`src/rtl/vram_arbiter.sv`:
```
// Two-requester arbiter for a single-port synchronous VRAM (CPU read/write, video scanout read-only).
// Latency: address/write registered at acceptance; read data returned 2 cycles after acceptance.
// Backpressure: combinational grants, video has priority; a starvation counter forces a CPU slot.
module vram_arbiter #(
  parameter int AW           = 15,
  parameter int DW           = 12,
  parameter int STARVE_LIMIT = 8
) (
  input  logic          CLK1_50,
  input  logic          RST_N,
  input  logic          CPU_REQ,
  input  logic          CPU_WE,
  input  logic [AW-1:0] CPU_ADDR,
  input  logic [DW-1:0] CPU_WDATA,
  output logic          CPU_GNT,
  output logic [DW-1:0] CPU_RDATA,
  output logic          CPU_RVALID,
  input  logic          VID_REQ,
  input  logic [AW-1:0] VID_ADDR,
  output logic          VID_GNT,
  output logic [DW-1:0] VID_RDATA,
  output logic          VID_RVALID,
  output logic [AW-1:0] MEM_ADDR,
  output logic          MEM_WE,
  output logic [DW-1:0] MEM_WDATA,
  input  logic [DW-1:0] MEM_RDATA,
  output logic          STARVE_HIT
);

  localparam logic [7:0] LIMIT = 8'(STARVE_LIMIT);

  logic [7:0]    starve_cnt_q, starve_cnt_d;
  logic          force_cpu;
  logic          cpu_gnt, vid_gnt;

  logic [AW-1:0] mem_addr_q, mem_addr_d;
  logic [DW-1:0] mem_wdata_q, mem_wdata_d;
  logic          mem_we_q, mem_we_d;
  logic          starve_hit_q, starve_hit_d;

  // stage-1 tag: access in flight toward the RAM; stage-2 tag: RAM data on MEM_RDATA
  logic          t1_vld_q, t1_vld_d;
  logic          t1_vid_q, t1_vid_d;
  logic          t1_we_q, t1_we_d;
  logic          t2_rd_q, t2_rd_d;
  logic          t2_vid_q, t2_vid_d;

  // Grant decision: video wins unless the CPU has waited STARVE_LIMIT cycles; nothing granted in reset
  always_comb begin
    force_cpu = CPU_REQ && (starve_cnt_q >= LIMIT);
    cpu_gnt   = RST_N && CPU_REQ && (!VID_REQ || force_cpu);
    vid_gnt   = RST_N && VID_REQ && !cpu_gnt;
  end

  assign CPU_GNT = cpu_gnt;
  assign VID_GNT = vid_gnt;

  // Next-state for starvation counter, RAM request registers and pipeline tags
  always_comb begin
    starve_cnt_d = starve_cnt_q;
    if (!CPU_REQ || cpu_gnt) begin
      starve_cnt_d = 8'd0;
    end else if (starve_cnt_q != 8'hFF) begin
      starve_cnt_d = starve_cnt_q + 8'd1;
    end

    mem_addr_d  = mem_addr_q;
    mem_wdata_d = mem_wdata_q;
    mem_we_d    = 1'b0;
    t1_vld_d    = 1'b0;
    t1_vid_d    = 1'b0;
    t1_we_d     = 1'b0;
    if (cpu_gnt) begin
      mem_addr_d  = CPU_ADDR;
      mem_wdata_d = CPU_WDATA;
      mem_we_d    = CPU_WE;
      t1_vld_d    = 1'b1;
      t1_we_d     = CPU_WE;
    end else if (vid_gnt) begin
      mem_addr_d  = VID_ADDR;
      t1_vld_d    = 1'b1;
      t1_vid_d    = 1'b1;
    end

    // only reads produce a response strobe
    t2_rd_d      = t1_vld_q && !t1_we_q;
    t2_vid_d     = t1_vid_q;
    starve_hit_d = cpu_gnt && force_cpu && VID_REQ;
  end

  // Register stage: reset discards any in-flight reads
  always_ff @(posedge CLK1_50 or negedge RST_N) begin
    if (!RST_N) begin
      starve_cnt_q <= 8'd0;
      mem_addr_q   <= '0;
      mem_wdata_q  <= '0;
      mem_we_q     <= 1'b0;
      t1_vld_q     <= 1'b0;
      t1_vid_q     <= 1'b0;
      t1_we_q      <= 1'b0;
      t2_rd_q      <= 1'b0;
      t2_vid_q     <= 1'b0;
      starve_hit_q <= 1'b0;
    end else begin
      starve_cnt_q <= starve_cnt_d;
      mem_addr_q   <= mem_addr_d;
      mem_wdata_q  <= mem_wdata_d;
      mem_we_q     <= mem_we_d;
      t1_vld_q     <= t1_vld_d;
      t1_vid_q     <= t1_vid_d;
      t1_we_q      <= t1_we_d;
      t2_rd_q      <= t2_rd_d;
      t2_vid_q     <= t2_vid_d;
      starve_hit_q <= starve_hit_d;
    end
  end

  assign MEM_ADDR   = mem_addr_q;
  assign MEM_WE     = mem_we_q;
  assign MEM_WDATA  = mem_wdata_q;
  assign STARVE_HIT = starve_hit_q;
  assign CPU_RVALID = t2_rd_q && !t2_vid_q;
  assign VID_RVALID = t2_rd_q && t2_vid_q;
  assign CPU_RDATA  = MEM_RDATA;
  assign VID_RDATA  = MEM_RDATA;

endmodule
```
`config.mk`:
```
export PLATFORM = sky130hd
export DESIGN_NAME = vram_arbiter
export DESIGN_NICKNAME = d
export VERILOG_FILES = /design/src/rtl/vram_arbiter.sv
export SDC_FILE = /design/constraint.sdc
export NUM_CORES = 1
export LEC_CHECK = 0
export BUFFER_PORTS_ARGS = -buffer_cell sky130_fd_sc_hd__clkbuf_2
export CAP_MARGIN = 25
export CORE_ASPECT_RATIO = 1.2
export CORE_UTILIZATION = 41
export CTS_CLUSTER_DIAMETER = 30
export DETAILED_ROUTE_END_ITERATION = 12
export GPL_TIMING_DRIVEN = 0
export PLACE_DENSITY = 0.78
export SLEW_MARGIN = 20
export SYNTH_ARGS = -nofsm -noshare
export SYNTH_HDL_FRONTEND = slang
export SYNTH_SLANG_ARGS = --single-unit
```
`constraint.sdc`:
```
create_clock -name CLK1_50 -period 2 [get_ports CLK1_50]
set_clock_uncertainty 0.05 [all_clocks]
set_input_delay 0.2 -clock CLK1_50 [delete_from_list [all_inputs] [get_ports CLK1_50]]
set_output_delay 0.2 -clock CLK1_50 [all_outputs]
set_load 0.02 [all_outputs]
```
==> results of run 1 <==
==> through the flow <==
stage / TNS [ns] / cells
after global placement: -13.23 / 380
after CTS: -1.658 / 396
after floorplan: 0 / 218
final: -0.6644 / 394
after detailed placement: -15.00 / 380
after global routing: -0.9605 / 394
==> logic make-up (layout without fill, tap and decap cells) <==
group / Yosys count / after routing / share of synthesized area (%)
fa+ha+maj: 2 / 2 / 1.136
compound gates: 46 / 46 / 14.60
simple gates: 73 / 73 / 16.76
flops: 41 / 41 / 46.59
mux: 12 / 12 / 8.182
buf+inv: 44 / 160 / 12.73
==> cell usage after synthesis, types with 4 or more instances <==
| cell | instances | area [um2] |
|---|---|---|
| nor4_1 | 7 | 43.79 |
| and3_1 | 17 | 106.4 |
| o21ai_0 | 14 | 70.07 |
| and2_1 | 4 | 25.02 |
| o211ai_1 | 15 | 112.6 |
| clkbuf_1 | 10 | 37.54 |
| mux2_4 | 12 | 180.2 |
| buf_4 | 24 | 180.2 |
| nand2_1 | 33 | 123.9 |
| dfrtp_1 | 41 | 1026 |
==> repair_timing <==
item                                    4_1_cts  5_1_grt
buffers inserted                              6        0
hold endpoints to repair                     41        0
gates resized for setup                      16        9
cloned                                        1        0
pin swaps                                     2        2
hold buffers                                  2        0
endpoints found under the setup margin       30       27
==> metal layers <==
| layer | vias to the layer above | global-route usage [%] | wire, um |
|---|---|---|---|
| met2 | 81 | 34.76 | 2924 |
| met1 | 923 | 26.14 | 2292 |
| met3 | 10 | 4.670 | 324 |
| met4 | 0 | 7.347 | 93 |
| met5 | - | 0 | 0 |
| li1 | 977 | - | - |
==> area by class of cell <==
type                       instances  share of cell area (%)
clock buffer                       8                   2.629
timing repair buffer             111                   20.99
multi-input combinational        133                   30.85
sequential                        41                   33.77
inverter                           4                  0.4930
tap                               60                   2.465
buffer                            37                   8.792
==> final timing paths <==
check | from | slack [ns] | cells past startpoint | end
hold reg to reg | t1_vid_q | 0.31 | 0 | t2_vid_q
setup / recovery | starve_cnt_q[7] | -0.13 | 5 | VID_GNT
max in group asynchronous | RST_N | 1.26 | 3 | starve_cnt_q[3]
min in group asynchronous | RST_N | 0.44 | 3 | MEM_WDATA[7]
setup reg to reg | starve_cnt_q[7] | -0.10 | 5 | MEM_WDATA[7]
hold / removal | CPU_WE | 0.06 | 2 | t1_we_q
==> registers in the layout (all words and copies together) (netlist names) <==
register,cells
starve_cnt_q,8
MEM_WDATA,12
t1_we_q,1
STARVE_HIT,1
t1_vid_q,1
t1_vld_q,1
t2_rd_q,1
t2_vid_q,1
MEM_ADDR,15
==> cells in the final DEF, fill, tap and decap left out, types with 4 or more instances in the layout <==
cell,n
nor4_2,4
and2_1,4
o21ai_0,13
buf_4,30
clkbuf_2,99
o211ai_1,15
dfrtp_1,39
mux2_4,12
nand2_1,33
clkbuf_8,6
clkbuf_1,12
and3_1,17
==> power groups by stage <==
stage | Sequential (W) | Clock [W] | Combinational (W)
floorplan | 0.00111 | 0 | 0.000253
global placement | 0.000997 | 0 | 0.000573
detailed placement | 0.00100 | 0 | 0.000585
CTS | 0.000988 | 0.000528 | 0.000613
global route | 0.000999 | 0.000561 | 0.000658
finish | 0.000989 | 0.000513 | 0.000610
==> worst reg2reg max path: stages (launching register included) <==
cell       delay (ns)
dfrtp_2          0.42
or4b_4           0.55
o211a_4          0.26
buf_4            0.16
bufbuf_16        0.27
mux2_4           0.29
==> results.md, run 1 <==
- The flow ran to the end, but the final reports show violations.
- The final reports fail on negative setup slack.
- The number of levels the H-tree was split into is 2.
- The aggregate global routing overflow is 0.
- The final core utilization is 60.37%.
- The number of buffers inserted by port buffering is about 100.
- STA classifies the critical path startpoint as a flip-flop.
- The share of power burned in the clock network is 24.3%.
- The number of nets in the finished design is between 300 and 400.
- After technology mapping, the gate count stands at between 200 and 250.
- For this run, the top clock speed supported by timing is between 0.4 and 0.5 GHz.
- The final critical path time including I/O delays and setup is 2.133 ns.
- Synthesis produced a netlist with a net count of 279.
- The critical path goes through or4b_4, o211a_4, buf_8, nor2_4, buf_8.
- The buffer cell driving the clock tree root is clkbuf_8.
- The core region is 0.005045 mm2.
- The worst-case hold slack is between 0.06 and 0.07 ns.
- After detailed routing, the number of remaining DRC violations is 0.
- The number of distinct library cell variants in the gate-level netlist after synthesis is 37.
- Across all layers, the routed design uses 1,991 vias.
- The worst stage delay on the critical path is approximately 0.55 ns.
- The static leakage power is 1.575 nW.
- The TritonCTS clock tree is done.
- The final-report max-slew violation count was 0.
- The nature of the critical path endpoint is an output port.
- The die is 68.90 um wide.
- Summing all multi-input logic gate instances after layout gives roughly 940 um2.
- The total iterations of the first detailed-routing run is 4.
- After synthesis the cells add up to roughly 0.0022 mm2.
- The tree built by TritonCTS fans out to 41 sinks.
- The number of global-route vias before repair is 1,801.
- The number of buffers and inverters on the critical path is 2.
- The number of antenna violations at the first check in global routing is 0.
- Once detailed placement completed, the half-perimeter wirelength came to ~4000 um.
- The congestion estimate from routability-driven global placement came to around 0.83.
- The sequential share of power is between 40% and 50%.
- Counting along the longest clock path gives a buffer depth of 2.
- The area growth from synthesis to final layout is 38.30%.
- The slowest stage of the critical path belongs to the cell or4b_4.
- The analysis attributes to net switching a power of 0.0006591 W.
- Dividing total power by cell area gives a power density of around 690 mW/mm2.
- In this run the worst path has a maximum fanout of 3.
- The combinational cell fraction of total power is around 29%.
- The floorplan row count is 28.
- The share of the Yosys chip area taken by registers is 46.59%.
- The wire length of the first global-routing pass is 8735 um.
- The portion of the clock cycle consumed by the worst path in the final layout is 106.6%.
- The hold violation count in the final report is 0.
- Net switching is 31.20% of the power.
- The design area is 0.003045 mm2.
- The starting density of the core is 43.65%.
- The total power draw is 0.002112 W.
- In this run, the number of DRC markers left after iteration 0 of detailed routing was between 100 and 150.
- In this run, synthesis produced a sequential element count of 41.
- The synthesized design contains 0 enable-type register cells.
- Grouping stages by cell kind, the critical path spends the most delay in simple AND/OR/NAND/NOR gates.
- During synthesis, Yosys emitted a total of 0 warnings.
- Setup repair after global routing could not meet its margin everywhere.
- For the pin with the worst max-slew slack, the measured transition is ~0.47 ns.
- The data required time of the worst path is 1.75 ns.
- The internal power of the cells totals between 0.001 and 0.0015 W.
- The largest net degree at the start of global routing is 42.
- The mean post-synth cell area is 10.10 um2.
- The type of the worst setup path is reg2out.
- In the routed layout, each cell is associated on average with a via count of 5.053.
- The area taken by flip-flops and latches is 0.001028 mm2.
- The routed design has 5634 um of wire.
- After clock tree synthesis, the clock-pin slew on the worst setup and hold paths is 0.07 ns.
- The count of pins on the block boundary is between 100 and 150.
- In this design, the critical path's most frequently occurring cell is buf_8.
- The worst pin sits at a relative slew slack of 68.39%.
- The count of nets left with antenna violations after detail routing is 0.
- The share of async-settable or async-resettable flops after synthesis is 100.0%.
- At the later pin of the worst-skew pair, clock insertion delay measures 0.29 ns.
- Fill cells in the final layout number approximately 460.
- The worst-case setup margin in the final layout is -0.1328 ns.
- The path class of the lowest-slack min-delay path is in2reg.
- The dominant register cell in the synthesized netlist is dfrtp_1.
- The number of antenna diodes in the final layout is 0.
- Across the VDD grid, the largest voltage drop is between 0.3 and 0.4 mV.
- The share of post-route cells with drive strength above 1 is 50.00%.
- The setup slack at placement is -0.7770 ns.
- The total track usage is 20.84%.
- After detailed placement, the total cell area comes to about 0.0028 mm2.
- The number of maximum-capacitance constraint violations is 0.
- The area of the die is 0.005669 mm2.
- The vertical die dimension is 82.28 um.
- The setup violation total in the final timing report is 7.
- The routed wirelength normalized by instance count is around 14 um.
- TritonCTS created 5 clock buffers.
- The arrival time reported for the critical path endpoint is 1.88 ns.
(Power assumes the default switching activity.)
==> inputs of run 2 (changes only) <==
==> constraint.sdc (replaced) <==
create_clock -name CLK1_50 -period 1.95 [get_ports CLK1_50]
set_clock_uncertainty 0.05 [all_clocks]
set_input_delay 0.195 -clock CLK1_50 [delete_from_list [all_inputs] [get_ports CLK1_50]]
set_output_delay 0.195 -clock CLK1_50 [all_outputs]
set_load 0.02 [all_outputs]
==> results.md, run 2 (same netlist as run 1, synthesis figures left out) <==
- The run finished, with violations left.
- The final reports fail on negative setup slack.
- The most critical setup path has its startpoint at starve_cnt_q[3].
- The worst-case setup margin in the final layout is -0.1719 ns.
- Leaving out fill and tap cells, the most frequent cell in the layout is clkbuf_2.
- The combinational cell fraction of total power is 28.1%.
- Detailed routing placed a total of 2946 um of wire on met2.
- The clock transition at the registers of the reported paths is 0.08 ns.
- The uppermost layer routed is met4.
- The final-report max-slew violation count is 0.
- The number of global-route vias before repair is 1,864.
- The antenna cell count is 0.
- Once detail routing completed, the nets flagged for antenna violations numbered 0.
- The number of buffers created by CTS is 5.
- The largest net degree at the start of global routing is 42.
- The cell count after placement is 380.
- The hold violation count in the final report is 0.
- The number of DRC violations after detailed routing is 0.
- The static leakage power is approximately 1.6 nW.
- The die is ~69 um wide.
- In the final routed layout, each cell accounts on average for between 10 and 15 um.
- TritonCTS built the clock tree.
- The floorplan step defined a core boundary enclosing 0.005045 mm2.
- The buffer cell driving the clock tree root is clkbuf_8.
- Along the worst path, the maximum fanout reaches 4.
- The floorplan has 28 rows.
- For this design the total switching power over the nets is 0.0006831 W.
- Dividing the final minimum period by the clock period gives 108.8%.
- The count of pins on the block boundary is about 120.
- The setup slack at placement is -0.8755 ns.
- The number of levels the H-tree was split into is 2.
- VDD sags by at most approximately 0.40 mV.
- The floorplan step defined a die boundary enclosing 0.005669 mm2.
- Data arrives at the worst endpoint at between 1.5 and 2 ns.
- The largest buffer count on any clock path is 2.
- The nature of the critical path endpoint is an output port.
- Headroom to the max-slew limit came out at between 60% and 70%.
- Of the total power, the share spent switching nets is 30.45%.
- The data required time of the worst path is ~1.7 ns.
- After detailed routing, the met3 layer carries between 200 and 300 um of wire.
- The endpoint identified for the worst register-to-register timing path is MEM_WDATA[0].
- The worst setup path is launched from a flip-flop.
- The launching point of the worst reg2reg path is starve_cnt_q[3].
- Global routing finished with a remaining overflow of 0.
- The routed design has around 5600 um of wire.
- The number of buffers inserted by port buffering is 102.
- Max-cap violations in this run came to 0.
- The share of post-route cells with drive strength above 1 is about half.
- The total iterations of the first detailed-routing run is 4.
- The path class of the lowest-slack min-delay path is in2reg.
- Detailed placement ended at an HPWL of roughly 3900 um.
- The number of antenna violations at the first check in global routing came to 0.
- The most critical setup path has its endpoint at VID_GNT.
- The top cell types in the final layout, fill and taps aside, are 99 x clkbuf_2, 39 x dfrtp_1, 33 x nand2_1.
- The via count normalized by instance count is 5.182.
- Counting cells, the worst reg-to-reg path comes to 6.
- The flip-flop count of the largest register, all copies and words added is 15.
- The routability-driven placement congestion ratio is 0.8769.
- The die is around 82 um tall.
- Global routing used 20.05% of the available tracks.
- The setup violation total in the final timing report is 14.
- In this run the register-to-register setup slack is -0.14 ns.
- The final total negative setup slack is -1.790 ns.
- Excluding fillers, the count of instances in the completed layout stands at 396.
- The first global-routing pass estimated 8459 um of wire.
- The violation count after the first detailed-routing iteration is 104.
- Counting every sink on the clock net gives 41.
- Once the floorplan was initialized, standard cells occupied 43.65% of the core.
- The share of total power dissipated in sequential elements is between 40% and 50%.
- The number of nets in the finished design is 396.
- The total number of vias is 2,052.
- Timing would allow up to 0.4713 GHz.
- From synthesis to final layout, the design area changed by 40.00%.
- Per report_power, the clock group accounts for 27.0% of the total.
- The smallest clock period supported by the final layout is computed as 2.122 ns.
- For the pin with the worst max-slew slack, the measured transition is 0.4997 ns.
- The later pin in the worst-skew pair is clocked with a latency of 0.29 ns.
- Setup repair after global routing could not meet its margin everywhere.
- The critical path is of the reg2out type.
- Dividing total power by cell area gives a power density of slightly above 700 mW/mm2.
- Internal power comes to 0.001560 W.
- The met1 wire length is ~2300 um.
## run 2: cell count changes in the layout (fill, tap and decap cells not counted), moves of 2 or more
| cell | change |
|---|---|
| clkbuf_1 | -4 |
| nor4_1 | +3 |
| clkbuf_8 | +2 |
| nor4_2 | -3 |
## run 2: area by class of cell
type / count / area [um2]
plain buffers: 36 / 264.0
clock buffers: 7 / 96.34
clock inverters: 1 / 5.005
fillers: 446 / 1962
inverters: 4 / 15.01
multi-input cells: 133 / 917.1
flip-flops and latches: 41 / 1028
well taps: 60 / 75.07
repair buffers: 114 / 681.9
## run 2: how the worst min path moves through the flow
stage | from | to | slack [ns] | depth (start not counted)
2_1_floorplan | RST_N | MEM_ADDR[0] | -0.15 | 0
3_3_place_gp | t1_vid_q | t2_vid_q | 0.28 | 0
3_5_place_dp | t1_vid_q | t2_vid_q | 0.29 | 0
4_1_cts | CPU_WDATA[2] | MEM_WDATA[2] | 0.07 | 2
5_1_grt | CPU_WDATA[3] | MEM_WDATA[3] | 0.08 | 2
6_report | CPU_WDATA[2] | MEM_WDATA[2] | 0.08 | 2
## run 2: power groups by stage
stage          Combinational, W  Sequential, W  Clock [W]
2_1_floorplan          0.000260        0.00114          0
3_3_place_gp           0.000588        0.00102          0
3_5_place_dp           0.000597        0.00102          0
4_1_cts                0.000627        0.00101   0.000620
5_1_grt                0.000683        0.00102   0.000645
6_report               0.000630        0.00101   0.000606
## run 2: repair_timing
item,CTS,global route
pin swaps,1,8
endpoints found under the setup margin,31,37
gates resized for setup,17,7
gates cloned,1,1
hold buffers,2,0
hold endpoints to repair,41,0
buffers inserted,7,1
## run 2: critical path, cell delays in order (launching register included)
cell and delay, ns:
dfrtp_2 0.41, or4b_4 0.55, o211a_4 0.26, buf_8 0.13
nor2_4 0.12, buf_8 0.12
## run 2: per-stage QoR
stage	area, um2	power (W)	utilization [%]	hold WS [ns]
finish	3083	0.002243	61.11	0.08014
global route	3083	0.002348	61.11	0.07758
CTS	3052	0.002255	60.49	0.07176
detailed placement	2795	0.001620	55.41	0.2927
global placement	2795	0.001608	55.41	0.2810
floorplan	2210	0.001397	-	-0.1506
## run 2: routing by layer
layer  GRT usage (%)  vias up
li1                -      983
met1           23.73      982
met2           34.76       79
met3           4.670        8
met4           7.143        0
met5               0        -
==> inputs of run 3 (changes only) <==
--- a/config.mk
+++ b/config.mk
@@ -5,6 +5,7 @@
 export SDC_FILE = /design/constraint.sdc
 export NUM_CORES = 1
 export LEC_CHECK = 0
+export ABC_AREA = 1
 export BUFFER_PORTS_ARGS = -buffer_cell sky130_fd_sc_hd__clkbuf_2
 export CAP_MARGIN = 25
 export CORE_ASPECT_RATIO = 1.2
==> results.md, run 3 <==
- The slowest stage of the critical path belongs to the cell dfrtp_1.
- Port buffering added 103 buffers.
- Relative to the synthesized area, the layout overhead comes to 36.02%.
- The number of distinct library cell variants in the gate-level netlist after synthesis is 20.
- The netlist area before placement is ~0.0022 mm2.
- The number of warnings reported in the yosys synthesis log is 0.
- Dividing the final minimum period by the clock period gives 94.86%.
- The final-report max-slew violation count is 0.
- The synthesized design contains 0 enable-type register cells.
- At the worst endpoint, the required time is 1.70 ns.
- The layout filler cell count is 489.
- The source-to-sink clock delay at the later pin of the worst-skew pair is 0.29 ns.
- The standard cell core area is 0.005045 mm2.
- The setup violation total in the final timing report is 0.
- In this run the worst hold path is classified as in2async.
- Traced cell by cell, the critical path runs through nor2_2, nand4_4, nand2_4, inv_2, nor2_2, clkbuf_4.
- Dividing total power by cell area gives a power density of around 750 mW/mm2.
- Of all flip-flops after synthesis, the portion carrying an async set or reset was 100.0%.
- TritonCTS created 5 clock buffers.
- For this design the static power due to leakage is ~1.8 nW.
- The nature of the critical path endpoint is an output port.
- Of the cells placed in the final design, the portion with a size suffix greater than 1 is 38.65%.
- The area of the die is 0.005635 mm2.
- Cells fill slightly below 60% of the core in the end.
- Based on the critical path, the design can be clocked at up to roughly 0.54 GHz.
- Setup repair after global routing left no endpoint under its margin.
- The number of global-route vias before repair was 1,890.
- After synthesis the netlist holds a flip-flop and latch count of 41.
- The library cell used most frequently in the layout, excluding fill and tap cells, is clkbuf_2.
- IR analysis of the VDD net gives a maximum drop of 0.3987 mV.
- The largest net degree at the start of global routing is 23.
- The floorplan die width is 68.69 um.
- In this run the tightest slew margin relative to its limit is 43.88%.
- The cell count after placement is 448.
- The first routing iteration left between 70 and 80 violations.
- Ranked by instance count, the synthesized netlist is headed by 83 x nand2_1, 49 x nand3_1, 44 x inv_1.
- The flow ran to the end, and the final reports show no timing, DRC or antenna violations.
- Once detail routing completed, the nets flagged for antenna violations numbered 0.
- Leaving out fill and tap cells, the most frequent cells in the layout are 101 x clkbuf_2, 83 x nand2_1, 49 x nand3_1.
- The initial utilization of the core area, before any placement, comes to between 40 and 50%.
- The final total negative setup slack is 0 ns.
- Leaving out filler cells and counting taps, the final layout contains 461.
- The final critical path time including I/O delays and setup is 1.850 ns.
- For this run, design rule violations remaining after detail routing come to 0.
- For this run, the leading register cell type out of synthesis is dfrtp_1.
- The total number of vias is 2,084.
- The total iterations of the first detailed-routing run is 4.
- The number of nets in the finished design is 462.
- The launching point of the worst reg2reg path is starve_cnt_q[0].
- The gate count after technology mapping is around 280.
- The floorplan has 28 rows.
- Clock-pin slew was measured on the worst setup and hold paths at 0.08 ns.
- The worst reg2reg path depth is 8.
- The mean post-synth cell area is 7.705 um2.
- In the post-synthesis netlist, the biggest area contributors are dfrtp_1 47%, nand2_1 14%, nand3_1 11%, buf_4 8.2%, inv_1 7.5%.
- By startpoint and endpoint, the worst setup path is classified as reg2out.
- Of the synthesized area, sequential elements account for a little under half.
- The number of antenna violations at the first check in global routing is 0.
- The arrival time reported for the critical path endpoint is around 1.6 ns.
- Dividing the detail-routed wire length by the instance count gives roughly 11 um.
- The number of maximum-capacitance constraint violations is 0.
- The count of pins on the block boundary is 116.
- Routability-driven placement finished with a final weighted congestion of 0.7876.
- The post-detailed-placement half-perimeter wirelength is 3744 um.
- The largest buffer count on any clock path is 2.
- The reg-to-reg endpoint is starve_cnt_q[0].
- The register with the most flip-flops in the layout has 15 of them.
- At the pin with the least slew margin, the transition time is ~0.84 ns.
- In this run the vertical extent of the chip is 82.03 um.
- Global routing finished with a remaining overflow of 0.
- The number of levels the H-tree was split into is 2.
- The number of sinks driven by the clock tree is 41.
- TritonCTS built the clock tree.
- The final layout contains routed wiring with a total length of 5119 um.
- The setup slack at placement is -0.3153 ns.
- The via count normalized by instance count is around 4.5.
- By instance count, the leading cell after synthesis is nand2_1.
- For this run, the slowest stage of the critical path takes 0.44 ns.
- The worst-case setup margin in the final layout is 0.1003 ns.
- The antenna cell count is 0.
- The buffer cell driving the clock tree root is clkbuf_8.
- The total track usage is a little under a fifth.
- The worst setup slack for register-to-register paths is ~0.40 ns.
- In this design, the critical path's most frequently occurring cell is nor2_2.
- The peak fanout along the critical path is 14.
- The first global-routing pass estimated 7907 um of wire.
- The post-synthesis net count is 345.
- The largest area contributor in the netlist is dfrtp_1.
- The hold violation count in the final report came to 0.
- The element type at the critical path start is a flip-flop.
- In this run the biggest area consumer among cell types represents 46.88% of the synthesized area.
-- run 3: changes by cell type in the layout (fill, tap and decap cells not counted), sizes merged, moves of 4 or more --
cell,change
o211ai,-15
o21ai,-15
nand2,+52
clkbuf,-6
and3,-17
nor4,-7
nand3,+48
mux2,-12
nor2,+10
and2,-4
inv,+43
-- run 3: timing repair --
item | in CTS | in global routing
endpoints found under the setup margin | 2 | 0
hold buffers | 2 | 0
buffers inserted | 5 | 0
endpoints found under the hold margin | 41 | 0
resized for setup | 5 | 0
-- run 3: through the flow --
stage | power [W] | instance area, um2 | hold slack [ns]
2_1_floorplan | 0.001355 | 2188 | -0.1506
3_3_place_gp | 0.001566 | 2779 | 0.2884
3_5_place_dp | 0.001586 | 2806 | 0.1646
4_1_cts | 0.002251 | 2982 | 0.04332
5_1_grt | 0.002359 | 2977 | 0.04062
6_report | 0.002226 | 2977 | 0.03464
-- run 3: per-layer routing --
layer	vias to the layer above	share of wire, %	global-route usage (%)
met5	-	0	0
met3	5	5.6	4.444
li1	1076	-	-
met2	71	52	33.73
met4	0	0.74	5.510
met1	932	42	21.65
-- run 3: how the worst max path moves through the flow --
stage	from	endpoint	slack, ns	depth (start not counted)
after floorplan	starve_cnt_q[4]	VID_GNT	0.32	6
after CTS	starve_cnt_q[7]	VID_GNT	0.10	6
after detailed placement	RST_N	VID_GNT	-0.32	9
after global placement	RST_N	VID_GNT	-0.71	8
after global routing	starve_cnt_q[4]	VID_GNT	0.01	6
final	starve_cnt_q[4]	VID_GNT	0.10	6
-- run 3: layout make-up --
cell class | count | area (um2) | area share (%)
buffer | 32 | 229.0 | 7.692
timing repair buffer | 111 | 606.8 | 20.39
tap | 60 | 75.07 | 2.522
inverter | 46 | 172.7 | 5.801
clock inverter | 2 | 35.03 | 1.177
sequential | 41 | 1026 | 34.47
multi-input combinational | 164 | 763.2 | 25.64
clock buffer | 5 | 68.82 | 2.312
-- run 3: cell families after synthesis --
logic type      Yosys count  synth area share, %
compound gates            7                1.601
xor+xnor                  2               0.8006
fa+ha+maj                 2                1.143
buf+inv                  79                18.58
flops                    41                46.88
simple gates            153                30.99
-- run 3: where the power goes --
group          total, W  internal [W]  switching, W  leakage [nW]
registers       0.00100      0.000946     0.0000571         0.519
logic          0.000567      0.000222      0.000345          1.27
clock network  0.000655      0.000372      0.000283        0.0540
total           0.00223       0.00154      0.000686          1.85
-- run 3: critical path: cells and delay by family, from the launching register on --
kind	cells	cell delay, ns
and+or+nand+nor	4	0.58
buffers and inverters	2	0.29
DFF	1	0.44
